### src/rtl/cpu_int_pkg.sv
// Shared types and encodings for the CPU interrupt/call-injection controller.
package cpu_int_pkg;

    typedef enum logic [2:0] {
        S_IDLE,
        S_PUSH,
        S_JUMP,
        S_WAIT,
        S_STOP
    } state_e;

    // Source ids double as arbitration priority: lower id wins.
    localparam logic [3:0] ID_RST  = 4'd0;
    localparam logic [3:0] ID_NMI  = 4'd1;
    localparam logic [3:0] ID_BRK  = 4'd2;
    localparam logic [3:0] ID_IRQ0 = 4'd3;
    localparam logic [3:0] ID_JSR  = 4'd14;
    localparam logic [3:0] ID_BSR  = 4'd15;

    localparam logic [15:0] PUSH_IR   = 16'h8322;
    localparam logic [15:0] PUSH_K    = 16'h0002;
    localparam logic [7:0]  JUMP_OP   = 8'h13;
    localparam logic [7:0]  JUMP_LO   = 8'h2C;

    localparam logic [15:0] DEF_RST_VEC      = 16'hFFFC;
    localparam logic [15:0] DEF_NMI_VEC      = 16'hFFFA;
    localparam logic [15:0] DEF_BRK_VEC      = 16'hFFF8;
    localparam logic [15:0] DEF_IRQ_VEC_BASE = 16'hFFE0;

endpackage

### src/rtl/int_prio_enc.sv
// Fixed-priority encoder: the lowest-index asserted request wins.
module int_prio_enc #(
    parameter int W   = 16,
    parameter int IDW = $clog2(W)
) (
    input  logic [W-1:0]   req_i,
    output logic [IDW-1:0] id_o,
    output logic           valid_o
);

    always_comb begin
        // NOTE: every combinational output gets a default first so no path leaves it unassigned (no latch).
        id_o    = '0;
        valid_o = |req_i;
        for (int i = W - 1; i >= 0; i--) begin
            if (req_i[i]) begin
                id_o = IDW'(i);
            end
        end
    end

endmodule

### src/rtl/cpu_int_ctrl.sv
// Interrupt / call controller: arbitrates reset, NMI, BRK, IRQs, JSR and BSR and
// injects a push + jump instruction pair into decode.
module cpu_int_ctrl
    import cpu_int_pkg::*;
#(
    parameter int          N_IRQ        = 4,
    parameter logic [15:0] IRQ_VEC_BASE = DEF_IRQ_VEC_BASE,
    parameter logic [15:0] RST_VEC      = DEF_RST_VEC,
    parameter logic [15:0] NMI_VEC      = DEF_NMI_VEC,
    parameter logic [15:0] BRK_VEC      = DEF_BRK_VEC
) (
    input  logic             clk,
    input  logic             a_rst,
    input  logic             rst,
    input  logic             nmi,
    input  logic             brk,
    input  logic             jsr,
    input  logic             bsr,
    input  logic             wai,
    input  logic             stp,
    input  logic             restore,
    input  logic [N_IRQ-1:0] irq,
    input  logic             mask_we,
    input  logic [N_IRQ-1:0] mask_wdata,
    input  logic             feed_ack,
    input  logic [7:0]       ir_low,
    output logic [15:0]      int_ir,
    output logic [15:0]      int_k,
    output logic             int_ack,
    output logic             replace_ir,
    output logic             replace_k,
    output logic             hold_fetch,
    output logic             hold_decode,
    output logic [3:0]       int_src,
    output logic             irq_masked
);

    state_e           state_q, state_d;
    logic [N_IRQ-1:0] mask_q;
    logic             irq_masked_q, nmi_pend_q, nmi_prev_q, pwr_q;
    logic [3:0]       src_q;
    logic [7:0]       ir_low_q;

    logic [N_IRQ-1:0] irq_en, irq_elig;
    logic [15:0]      req;
    logic [3:0]       arb_id;
    logic             arb_valid, accept, is_call;

    function automatic logic [15:0] vector_of(input logic [3:0] id);
        logic [3:0] line;
        line = id - ID_IRQ0;
        case (id)
            ID_RST:  return RST_VEC;
            ID_NMI:  return NMI_VEC;
            ID_BRK:  return BRK_VEC;
            default: return IRQ_VEC_BASE + {11'd0, line, 1'b0};
        endcase
    endfunction

    assign irq_en   = irq & mask_q;
    assign irq_elig = irq_en & {N_IRQ{~irq_masked_q}};

    // Which sources may compete depends on the state; rst always competes.
    always_comb begin
        req         = '0;
        req[ID_RST] = ~pwr_q | rst;
        case (state_q)
            S_IDLE: begin
                req[ID_NMI]            = nmi_pend_q;
                req[ID_BRK]            = brk;
                req[ID_IRQ0 +: N_IRQ]  = irq_elig;
                req[ID_JSR]            = jsr;
                req[ID_BSR]            = bsr;
            end
            S_WAIT: begin
                req[ID_NMI]            = nmi_pend_q;
                req[ID_IRQ0 +: N_IRQ]  = irq_elig;
            end
            default: ;
        endcase
    end

    int_prio_enc #(.W(16)) u_prio (
        .req_i   (req),
        .id_o    (arb_id),
        .valid_o (arb_valid)
    );

    // a_rst also gates the next state so every output is quiet while reset is held.
    assign accept = a_rst & arb_valid;

    always_comb begin
        state_d = state_q;
        if (!a_rst) begin
            state_d = S_IDLE;
        end else if (arb_valid) begin
            state_d = S_PUSH;
        end else begin
            case (state_q)
                S_IDLE:  state_d = wai ? S_WAIT : (stp ? S_STOP : S_IDLE);
                S_PUSH:  state_d = feed_ack ? S_JUMP : S_PUSH;
                S_JUMP:  state_d = feed_ack ? S_IDLE : S_JUMP;
                S_WAIT:  state_d = ((|irq_en) && irq_masked_q) ? S_IDLE : S_WAIT;
                default: state_d = state_q;
            endcase
        end
    end

    assign int_ack     = accept && (state_q != S_PUSH);
    assign hold_fetch  = (state_d != S_IDLE);
    assign hold_decode = hold_fetch;
    assign int_src     = accept ? arb_id : src_q;
    assign irq_masked  = irq_masked_q;
    assign is_call     = (src_q == ID_JSR) || (src_q == ID_BSR);

    always_comb begin
        int_ir     = 16'h0000;
        int_k      = 16'h0000;
        replace_ir = 1'b0;
        replace_k  = 1'b0;
        if (state_q == S_PUSH) begin
            int_ir     = PUSH_IR;
            int_k      = PUSH_K;
            replace_ir = 1'b1;
            replace_k  = 1'b1;
        end else if (state_q == S_JUMP) begin
            int_ir     = {JUMP_OP, (src_q == ID_JSR) ? ir_low_q : JUMP_LO};
            int_k      = is_call ? 16'h0000 : vector_of(src_q);
            replace_ir = (src_q != ID_BSR);
            replace_k  = ~is_call;
        end
    end

    // NOTE: state registers use non-blocking assignments so all flops sample the pre-edge values together.
    always_ff @(posedge clk or negedge a_rst) begin
        if (!a_rst) begin
            state_q      <= S_IDLE;
            mask_q       <= '0;
            irq_masked_q <= 1'b1;
            nmi_pend_q   <= 1'b0;
            nmi_prev_q   <= 1'b0;
            pwr_q        <= 1'b0;
            src_q        <= ID_RST;
            ir_low_q     <= 8'h00;
        end else begin
            state_q    <= state_d;
            pwr_q      <= 1'b1;
            nmi_prev_q <= nmi;
            // A fresh edge in the cycle NMI is taken re-arms the pending flag.
            nmi_pend_q <= (nmi_pend_q & ~(accept && (arb_id == ID_NMI))) | (nmi & ~nmi_prev_q);
            if (mask_we) begin
                mask_q <= mask_wdata;
            end
            if (int_ack && (arb_id != ID_JSR) && (arb_id != ID_BSR)) begin
                irq_masked_q <= 1'b1;
            end else if (restore) begin
                irq_masked_q <= 1'b0;
            end
            if (accept) begin
                src_q    <= arb_id;
                ir_low_q <= ir_low;
            end
        end
    end

endmodule

### config.mk
export PLATFORM = sky130hd
export DESIGN_NAME = cpu_int_ctrl
export DESIGN_NICKNAME = d
export VERILOG_FILES = /design/src/rtl/cpu_int_pkg.sv /design/src/rtl/int_prio_enc.sv /design/src/rtl/cpu_int_ctrl.sv
export SDC_FILE = /design/constraint.sdc
export NUM_CORES = 1
export LEC_CHECK = 0
export BUFFER_PORTS_ARGS = -buffer_cell sky130_fd_sc_hd__clkbuf_2
export CAP_MARGIN = 20
export CORE_ASPECT_RATIO = 1.5
export CORE_UTILIZATION = 45
export CTS_BUF_LIST = sky130_fd_sc_hd__clkbuf_2
export CTS_CLUSTER_SIZE = 20
export DETAILED_ROUTE_END_ITERATION = 10
export PLACE_DENSITY = 0.76
export SYNTH_ARGS = -nofsm -noshare
export SYNTH_HDL_FRONTEND = slang
export SYNTH_SLANG_ARGS = --single-unit
export TNS_END_PERCENT = 20
### constraint.sdc
create_clock -name clk -period 5.1 [get_ports clk]
set_clock_uncertainty 0.2 [all_clocks]
set_input_delay 0.765 -clock clk [delete_from_list [all_inputs] [get_ports clk]]
set_output_delay 0.765 -clock clk [all_outputs]
set_load 0.1 [all_outputs]
# Yosys cells after proc, flatten, opt, wreduce, memory -nomap -nowiden

Cells that the tools add are included.

Flip-flop bits (word level): 23
Bits in latches: 0
RAM bits: 0
Memory bits (read-only): 0
Bits of input ports: 28
Output and inout bits: 42
Word-level logic and storage cells: 82
Memories kept: 0

Add/subtract/negate cells: 2
Multipliers: 0
Div/mod/pow operators: 0
$lt $le $gt $ge: 0
Equal/unequal tests: 12
Shift-type cells: 0
Muxes and demuxes: 35
Bitwise gates (word level): 12
Reduce and logical (&&, ||, !) cells: 13

Operators with widths:

| kind                                              | number |
|---|---|
| two-way mux 16 bit                                | 4 |
| one-hot mux 16 bit (3 select lines)               | 1 |
| two-way mux 4 bit                                 | 11 |
| two-way mux 13 bit                                | 1 |
| two-way mux 3 bit                                 | 4 |
| != test 4 bit (second input constant)             | 3 |
| one-hot mux 3 bit (4 select lines)                | 1 |
| OR reduction 9 bit                                | 1 |
| bitwise AND 4 bit                                 | 2 |
| == test 4 x 1 -> 1 bit (second input constant)    | 2 |
| == test 4 bit (second input constant)             | 2 |
| two-way mux 1 bit                                 | 8 |
| two-way mux 2 bit                                 | 4 |
| two-way mux 8 bit                                 | 1 |
| adder 6 x 6 -> 7 bit (first input constant)       | 1 |
| == test 3 x 2 -> 1 bit (second input constant)    | 2 |
| logical AND 1 bit                                 | 5 |
| NOT 1 bit                                         | 5 |
| == test 4 x 2 -> 1 bit (second input constant)    | 1 |
| zero test 4 bit                                   | 1 |
| OR reduction 4 bit                                | 1 |
| subtractor 4 x 2 -> 4 bit (second input constant) | 1 |
| bitwise AND 1 bit                                 | 3 |
| == test 3 x 1 -> 1 bit (second input constant)    | 1 |
| 7 further kinds                                   | 8 |

# Logic depth before layout (Yosys ltp)

Gate-level depths: netlist of run 1.

Depth after elaboration: 16
Gate-level depth with buffers: 7
Depth with buffers taken out: 6

# Hierarchy

A second synthesis of run 1 with hierarchy kept.

Cell total of the unflattened synthesis: 187
Area, all modules: 1661.6 µm²

By module, submodules not included:

| module       | instances | cells each | area each (µm²) | sequential area each (µm²) |
|---|---|---|---|---|
| cpu_int_ctrl | 1         | 153        | 1485.2          | 576.8 |
| int_prio_enc | 1         | 34         | 176.4           | 0.0 |

# Worst setup path after synthesis of run 1

Ideal clock, no wire load.

Kind: input to output
Start point: input port irq[1]
End point: output port hold_fetch
Data arrival time: 3507 ps
Required time: 4135 ps
Path slack: 628 ps
Stages: 5
Buffers on the path: 1
Cell sequence: a222oi_1 -> o21ai_0 -> nand4b_1 -> o21bai_1 -> buf_4

Word-level cells in the longest chain between the ends: 8
Elaborated cells between the ends (all ways): 11
Those cells by class: mux: 5; bitwise: 2; reduce/logical: 4

Ends and longest elaborated chain:

| element                            | line                | RTL |
|---|---|---|
| start, declared                    | cpu_int_ctrl.sv:22  | `input logic [N_IRQ-1:0] irq,` |
| bitwise AND 4 bit (*)              | cpu_int_ctrl.sv:60  | `assign irq_en = irq & mask_q;` |
| OR reduction 4 bit                 | cpu_int_ctrl.sv:103 | `S_WAIT: state_d = ((\|irq_en) && irq_masked_q) ? S_IDLE : S_WAIT;` |
| logical AND 1 bit                  | cpu_int_ctrl.sv:103 |  |
| two-way mux 2 bit                  | cpu_int_ctrl.sv:103 |  |
| one-hot mux 3 bit (4 select lines) | cpu_int_ctrl.sv:99  | `case (state_q)` |
| two-way mux 3 bit (*)              | cpu_int_ctrl.sv:96  | `end else if (arb_valid) begin` |
| two-way mux 3 bit (*)              | cpu_int_ctrl.sv:94  | `if (!a_rst) begin` |
| nonzero test 3 bit (*)             | cpu_int_ctrl.sv:110 | `assign hold_fetch = (state_d != S_IDLE);` |
| end, declared                      | cpu_int_ctrl.sv:32  | `output logic hold_fetch,` |

Every way passes the cells marked *; elsewhere a longest branch is shown, timed or not.

# Worst setup path in the final report of run 1

Start point: register state_q[0]
End point: output port hold_decode

Word-level cells in the longest chain between the ends: 7
Elaborated cells between the ends (all ways): 14
Those cells by class: eq/ne: 3; mux: 7; reduce/logical: 4

Ends and longest elaborated chain:

| element                                                   | line                                   | RTL |
|---|---|---|
| start, declared                                           | cpu_int_ctrl.sv:38                     | `state_e state_q, state_d;` |
| start signal, assigned                                    | cpu_int_ctrl.sv:146                    | `state_q <= state_d;` |
| == test 3 x 2 -> 1 bit or zero test 3 bit (tied branches) | cpu_int_ctrl.sv:67, cpu_int_ctrl.sv:99 |  |
| OR reduction 2 bit (no source line)                       | -                                      |  |
| two-way mux 1 bit or two-way mux 4 bit (tied branches)    | cpu_int_ctrl.sv:67                     | `case (state_q)` |
| OR reduction 9 bit                                        | int_prio_enc.sv:14                     | `valid_o = \|req_i;` |
| two-way mux 3 bit (*)                                     | cpu_int_ctrl.sv:96                     |  |
| two-way mux 3 bit (*)                                     | cpu_int_ctrl.sv:94                     |  |
| nonzero test 3 bit (*)                                    | cpu_int_ctrl.sv:110                    |  |
| end, declared                                             | cpu_int_ctrl.sv:33                     | `output logic hold_decode,` |

Marks and branches as above.

==> results of run 1 <==
through the flow:
| step | hold WS, ns | std cells | area (um^2) | total power [mW] |
|---|---|---|---|---|
| 3_5_place_dp | 0.2170 | 261 | 1843 | 0.4378 |
| 6_report | 0.2358 | 265 | 1863 | 0.5076 |
| 4_1_cts | 0.2414 | 265 | 1863 | 0.5125 |
| 2_1_floorplan | 0.1996 | 177 | 1628 | 0.4021 |
| 5_1_grt | 0.2628 | 265 | 1863 | 0.5361 |
| 3_3_place_gp | 0.2076 | 261 | 1843 | 0.4359 |
synthesized netlist by cell type (2+ instances only):
cell and number:
and2_1 5, nor3_1 2, clkbuf_1 3, o211ai_1 2, o21ai_0 10, nand3_1 3, nor2b_1 2, buf_4 18
a21oi_1 13, conb_1 2, mux2_4 8, nor2_1 14, a31oi_1 2, dfrtp_1 22, nand2_1 16, ha_1 4
o21bai_1 2, inv_1 11, xor2_1 2, mux2_2 4
placed cells by master (no fill, tap or decap), drive strengths merged, types with 2 or more instances in the layout:
master,count
o211ai,2
clkbuf,68
ha,4
nand2,17
o31a,2
nor3,2
and2,5
nand3,3
a31oi,2
xor2,2
inv,11
a21oi,13
o21bai,2
o21ai,11
dfrtp,22
mux2,12
conb,6
nor2b,2
nor2,14
cells by family (layout without fill, tap and decap cells):
group	after synthesis	in the layout	share of synthesized area [%]
AND/OR/NAND/NOR	53	53	17.92
XOR/XNOR	3	3	1.629
multiplexers	13	13	10.86
flip-flops	23	23	35.76
buffers and inverters	33	79	12.34
AO/OA/AOI/OAI	42	42	17.92
other	2	6	0.4657
adder cells (fa/ha/maj)	4	4	3.103
final cells by class:
class / count / area [um^2]
repair buffers: 64 / 320.3
well taps: 42 / 52.55
inverters: 11 / 41.29
flip-flops and latches: 23 / 576.8
fillers: 344 / 1553
multi-input cells: 121 / 852.1
clock buffers: 4 / 20.02
state kept, by name, summed over array words and instances, names as in the netlist:
name        cells
irq_masked      1
state_q         3
src_q           4
mask_q          4
pwr_q           1
ir_low_q        8
nmi_prev_q      1
nmi_pend_q      1
worst reg2reg max path: cells and delay by family, from the launching register on:
kind            cells  cell delay (ns)
simple gates        2             0.32
compound gates      1             0.27
flops               1             0.60
xor+xnor            1             0.42
mux                 1             0.33
layer usage:
metal | track usage (%) | vias to the layer above
met4 | 5.556 | 0
met1 | 20.97 | 632
met5 | 0 | -
met2 | 33.19 | 44
met3 | 1.198 | 4
li1 | - | 682
worst max-delay path by stage:
stage | start | end | slack [ns] | cells after the start
after global routing | state_q[0] | hold_fetch | 1.24 | 6
after global placement | irq[1] | hold_fetch | 1.50 | 7
after CTS | state_q[0] | hold_decode | 1.45 | 6
after detailed placement | irq[1] | hold_decode | 1.49 | 7
final | state_q[0] | hold_decode | 1.46 | 6
after floorplan | irq[1] | hold_fetch | 0.63 | 5
power groups by stage:
stage | combinational, mW | clock (mW) | sequential (mW)
3_5_place_dp | 0.217 | 0 | 0.220
5_1_grt | 0.231 | 0.0855 | 0.220
4_1_cts | 0.218 | 0.0777 | 0.217
3_3_place_gp | 0.216 | 0 | 0.220
6_report | 0.217 | 0.0742 | 0.217
2_1_floorplan | 0.180 | 0 | 0.222
==> flow_summary.ini, run 1 <==
[finish]
fin_util_pct = 54.54
area_growth_pct = 15.52
drive_above_1_share_pct = 40.81
insertedDiodeCount = 0
nets = 256

[clock_tree]
hold_buffers = 0
insertion_delay_ns = 0.33
clk_pin_slew_ns = 0.20
ctsLongestPathBuffers = 2
cts_sinks = 23
cts_tree = built
post_cts_resized = 0
numCtsBuffers = 3
h-tree-depth = 1
postCtsSetupRepairBufs = 0
cts-root-buf = clkbuf_2

[synthesis]
synth-seq-cells = 23
yosys.cell_types.count = 48
syn_area_um2 = 1613
yosysWarningCount = 0
netlist_top_cells_area = dfrtp_1 (34%), buf_4 (8.4%), mux2_4 (7.4%)
async_flop_share_pct = 100.0
netlist_instances = 173
yosysTopAreaCell = dfrtp_1
synth_flop_cell = dfrtp_1
syn-mean-instance-area_um2 = 9.323
synth_edf_count = 0
netlist.area_leader.share_pct = 34.13
ys_seq_area_share_pct = 35.76

[die]
core_area_um2 = 3416
row_count = 26
fp.dieW_um = 50.88
start_util_pct = 47.22
die-area_um2 = 3832
design.portCount = 70
die_height_um = 75.32

[routing]
wl_met2_mm = 1.697
wl_per_cell_um = 11.86
ant_nets = 0
totalWireLength_mm = 3.144
routed_via_density = 5.140
drt_first_pass_iters = 4
wl_met1_mm = 1.279
num_vias = 1362
drtIter0Drc = 39
drcViolationCount = 0
dr_wl_met3_um = 131
top_layer_used = met4

[power]
p_sw_share_pct = 45.32
p_int_mw = 0.2776
switchingPower_mw = 0.2301
ir_drop_mv = 0.1576
p_per_area_nw_per_um2 = 272.5
p_clk_share_pct = 14.6
cellLeakagePower_nw = 0.9825
combPwrFrac_pct = 42.7
seqPwrFrac_pct = 42.7

[setup_path]
cpMaxStageDelayCell = dfrtp_1
cp_num_buf_inv = 1
regToRegSetupSlack_ns = 2.89
worstRegToRegCells = 5
critPathLaunchType = flip-flop
max_stage_delay_ns = 0.60
cp-end-kind = output pin
worstReg2RegEnd = ir_low_q[0]
crit_family = flip-flops
r2r_start = state_q[0]
cp_max_fo = 11
criticalPathCategory = flip-flop to output pin
crit_chain = xor2_1, nand2b_1, o21ai_0, nand4b_1, o21bai_1, clkbuf_2
cp.arrival_ns = 2.68
worst-endpoint-required_ns = 4.14

[grt]
antenna_found_initial = 0
first_global_vias = 1222
grtUsageTotal_pct = 17.51
grt_max_degree = 36
grt_overflow = 0
grt_pass1_wl_mm = 5.140

[min_path]
min_path_cells = 1
hp-start = nmi_prev_q
hold_class = flip-flop to flip-flop
holdPathEnd = nmi_pend_q

[sta]
slew_viol_final = 0
tns_ns = 0
setup_ws_ns = 1.456
setup_viol = 0
fmax_mhz = 274.4
period_share_pct = 71.45
rsz0062_at_grt = false
max-slew-margin-rel_pct = 49.45
tightest_slew_ns = 0.7582
finalHoldViolCount = 0
finalCriticalPeriod_ns = 3.644

[placed_design]
gp_congestion = 0.8006
placement.io_buffers = 64
place_ws_ns = 1.487
dp_hpwl_mm = 2.539

[outcome]
outcome = complete, no violations

[flow_run]
maxCapViolations = 0
(Power assumes the default switching activity.)
==> run 2: changes to the inputs <==
--- a/config.mk
+++ b/config.mk
@@ -8,11 +8,11 @@
 export BUFFER_PORTS_ARGS = -buffer_cell sky130_fd_sc_hd__clkbuf_2
 export CAP_MARGIN = 20
 export CORE_ASPECT_RATIO = 1.5
-export CORE_UTILIZATION = 45
+export CORE_UTILIZATION = 44
 export CTS_BUF_LIST = sky130_fd_sc_hd__clkbuf_2
 export CTS_CLUSTER_SIZE = 20
 export DETAILED_ROUTE_END_ITERATION = 10
-export PLACE_DENSITY = 0.76
+export PLACE_DENSITY = 0.78
 export SYNTH_ARGS = -nofsm -noshare
 export SYNTH_HDL_FRONTEND = slang
 export SYNTH_SLANG_ARGS = --single-unit
==> constraint.sdc (replaced) <==
create_clock -name clk -period 3 [get_ports clk]
set_clock_uncertainty 0.2 [all_clocks]
set_input_delay 0.45 -clock clk [delete_from_list [all_inputs] [get_ports clk]]
set_output_delay 0.45 -clock clk [all_outputs]
set_load 0.1 [all_outputs]
==> run 2 against run 1 <==
  * Hold slack worse by 0.23 ns
  * Sequential power up 71%
  * Combinational power up 93%
  * Global-route usage up 0.77 points
  * Sequential cell count unchanged
  * Critical path type unchanged
  * Largest cell class unchanged
==> flow_summary.ini, run 2 (same netlist as run 1, synthesis figures left out) <==
[die]
row_count = 26
fp.dieW_um = 51.44
start_util_pct = 46.77
die-area_um2 = 3917
design.portCount = 70
die_height_um = 76.15
core_area_um2 = 3448

[power]
p_sw_share_pct = 45.20
switchingPower_mw = 0.4152
cellLeakagePower_nw = 1.076
combPwrFrac_pct = 45.6
p_per_area_nw_per_um2 = 424.6
seqPwrFrac_pct = 40.3
p_clk_share_pct = 14.1
p_int_mw = 0.5033
total_power_mw = 0.9185
ir_drop_mv = 0.3966

[sta]
period_share_pct = 98.68
tightest_slew_ns = 0.5409
finalCriticalPeriod_ns = 2.960
max-slew-margin-rel_pct = 64.09
slew_viol_final = 0
hold_slack_ns = 0.003554
finalHoldViolCount = 0
rsz0062_at_grt = true
fmax_mhz = 337.8
setup_viol = 0
tns_ns = 0

[setup_path]
cp-end-kind = output pin
regToRegSetupSlack_ns = 0.93
cp_max_fo = 6
worst-endpoint-required_ns = 2.35
worstReg2RegEnd = src_q[0]
critPathLaunchType = flip-flop
worstRegToRegCells = 5
r2r_start = state_q[1]
startpoint = state_q[1]
cp.arrival_ns = 2.31
criticalPathCategory = flip-flop to output pin
cp-endpoint = int_src[1]

[outcome]
outcome = complete, no violations

[finish]
insertedDiodeCount = 0
largest_reg_flops = 8
final_common_cell = clkbuf_2
largest-register = ir_low_q
nets = 264
area_growth_pct = 34.13
reg_top3 = ir_low_q x8, mask_q x4, src_q x4
layout_common_cells = clkbuf_2 (39), dfrtp_1 (19), nand2_1 (15)
fin_util_pct = 62.74
drive_above_1_share_pct = 47.62

[grt]
grtUsageTotal_pct = 18.27
grt_max_degree = 20
grt_overflow = 0
antenna_found_initial = 0
first_global_vias = 1357
grt_pass1_wl_mm = 5.547

[min_path]
hold_class = input port to flip-flop
min_path_cells = 2

[routing]
num_vias = 1425
routed_via_density = 5.220
drcViolationCount = 0
ant_nets = 0
drt_first_pass_iters = 6
drtIter0Drc = 28
wl_per_cell_um = 12.82
totalWireLength_mm = 3.500

[clock_tree]
insertion_delay_ns = 0.36
cts_sinks = 23
ctsLongestPathBuffers = 2
numCtsBuffers = 3
cts-root-buf = clkbuf_2
clk_pin_slew_ns = 0.22
cts_tree = built
h-tree-depth = 1

[placed_design]
dp_hpwl_mm = 2.775
placement.io_buffers = 64
gp_congestion = 0.8214

[flow_run]
maxCapViolations = 0
## run 2: critical path: stages, from the launching register on
cell and delay, ns:
dfrtp_2 0.53, or4b_4 0.59, o41a_1 0.19, o211ai_1 0.14, a21oi_1 0.11, a21oi_2 0.19, buf_12 0.20
## run 2: routing by layer
layer | global-route usage, % | wire length [um] | up-vias
li1 | - | - | 700
met1 | 19.16 | 1329 | 673
met2 | 34.29 | 1909 | 43
met3 | 1.796 | 152 | 9
met4 | 8.649 | 109 | 0
met5 | 0 | 0 | -
## run 2: final cells by class
class / instances / area, um^2
fillers: 312 / 1285
flip-flops and latches: 23 / 580.6
clock buffers: 3 / 15.01
repair buffers: 72 / 556.8
multi-input cells: 121 / 909.6
well taps: 42 / 52.55
clock inverters: 1 / 5.005
inverters: 11 / 43.79
## run 2: worst min path at each step
stage,start,to,slack [ns]
floorplan,a_rst,ir_low_q[0],-0.05
global placement,a_rst,state_q[2],0.10
detailed placement,a_rst,state_q[2],0.11
CTS,nmi,nmi_prev_q,0.001
global route,restore,irq_masked,0.01
finish,restore,irq_masked,0.004
## run 2: through the flow
step	instance area, um^2	std cells	setup slack, ns
5_1_grt	2163	273	-0.02943
3_3_place_gp	1978	264	0.1508
3_5_place_dp	1978	264	0.1530
2_1_floorplan	1635	177	-0.6052
6_report	2163	273	0.03971
4_1_cts	2044	270	-0.009778
## run 2: power by group through the flow
stage                     Clock, mW  Sequential [mW]  Combinational [mW]
final                         0.129            0.370               0.419
after global routing          0.137            0.375               0.441
after CTS                     0.129            0.369               0.410
after detailed placement          0            0.374               0.402
after global placement            0            0.372               0.399
after floorplan                   0            0.377               0.308
## run 2: repair_timing
item	4_1_cts	5_1_grt
setup buffers	1	2
setup endpoints to repair	8	25
pin swaps	1	4
hold endpoints to repair	7	1
gates resized for setup	8	37
hold buffers	1	1
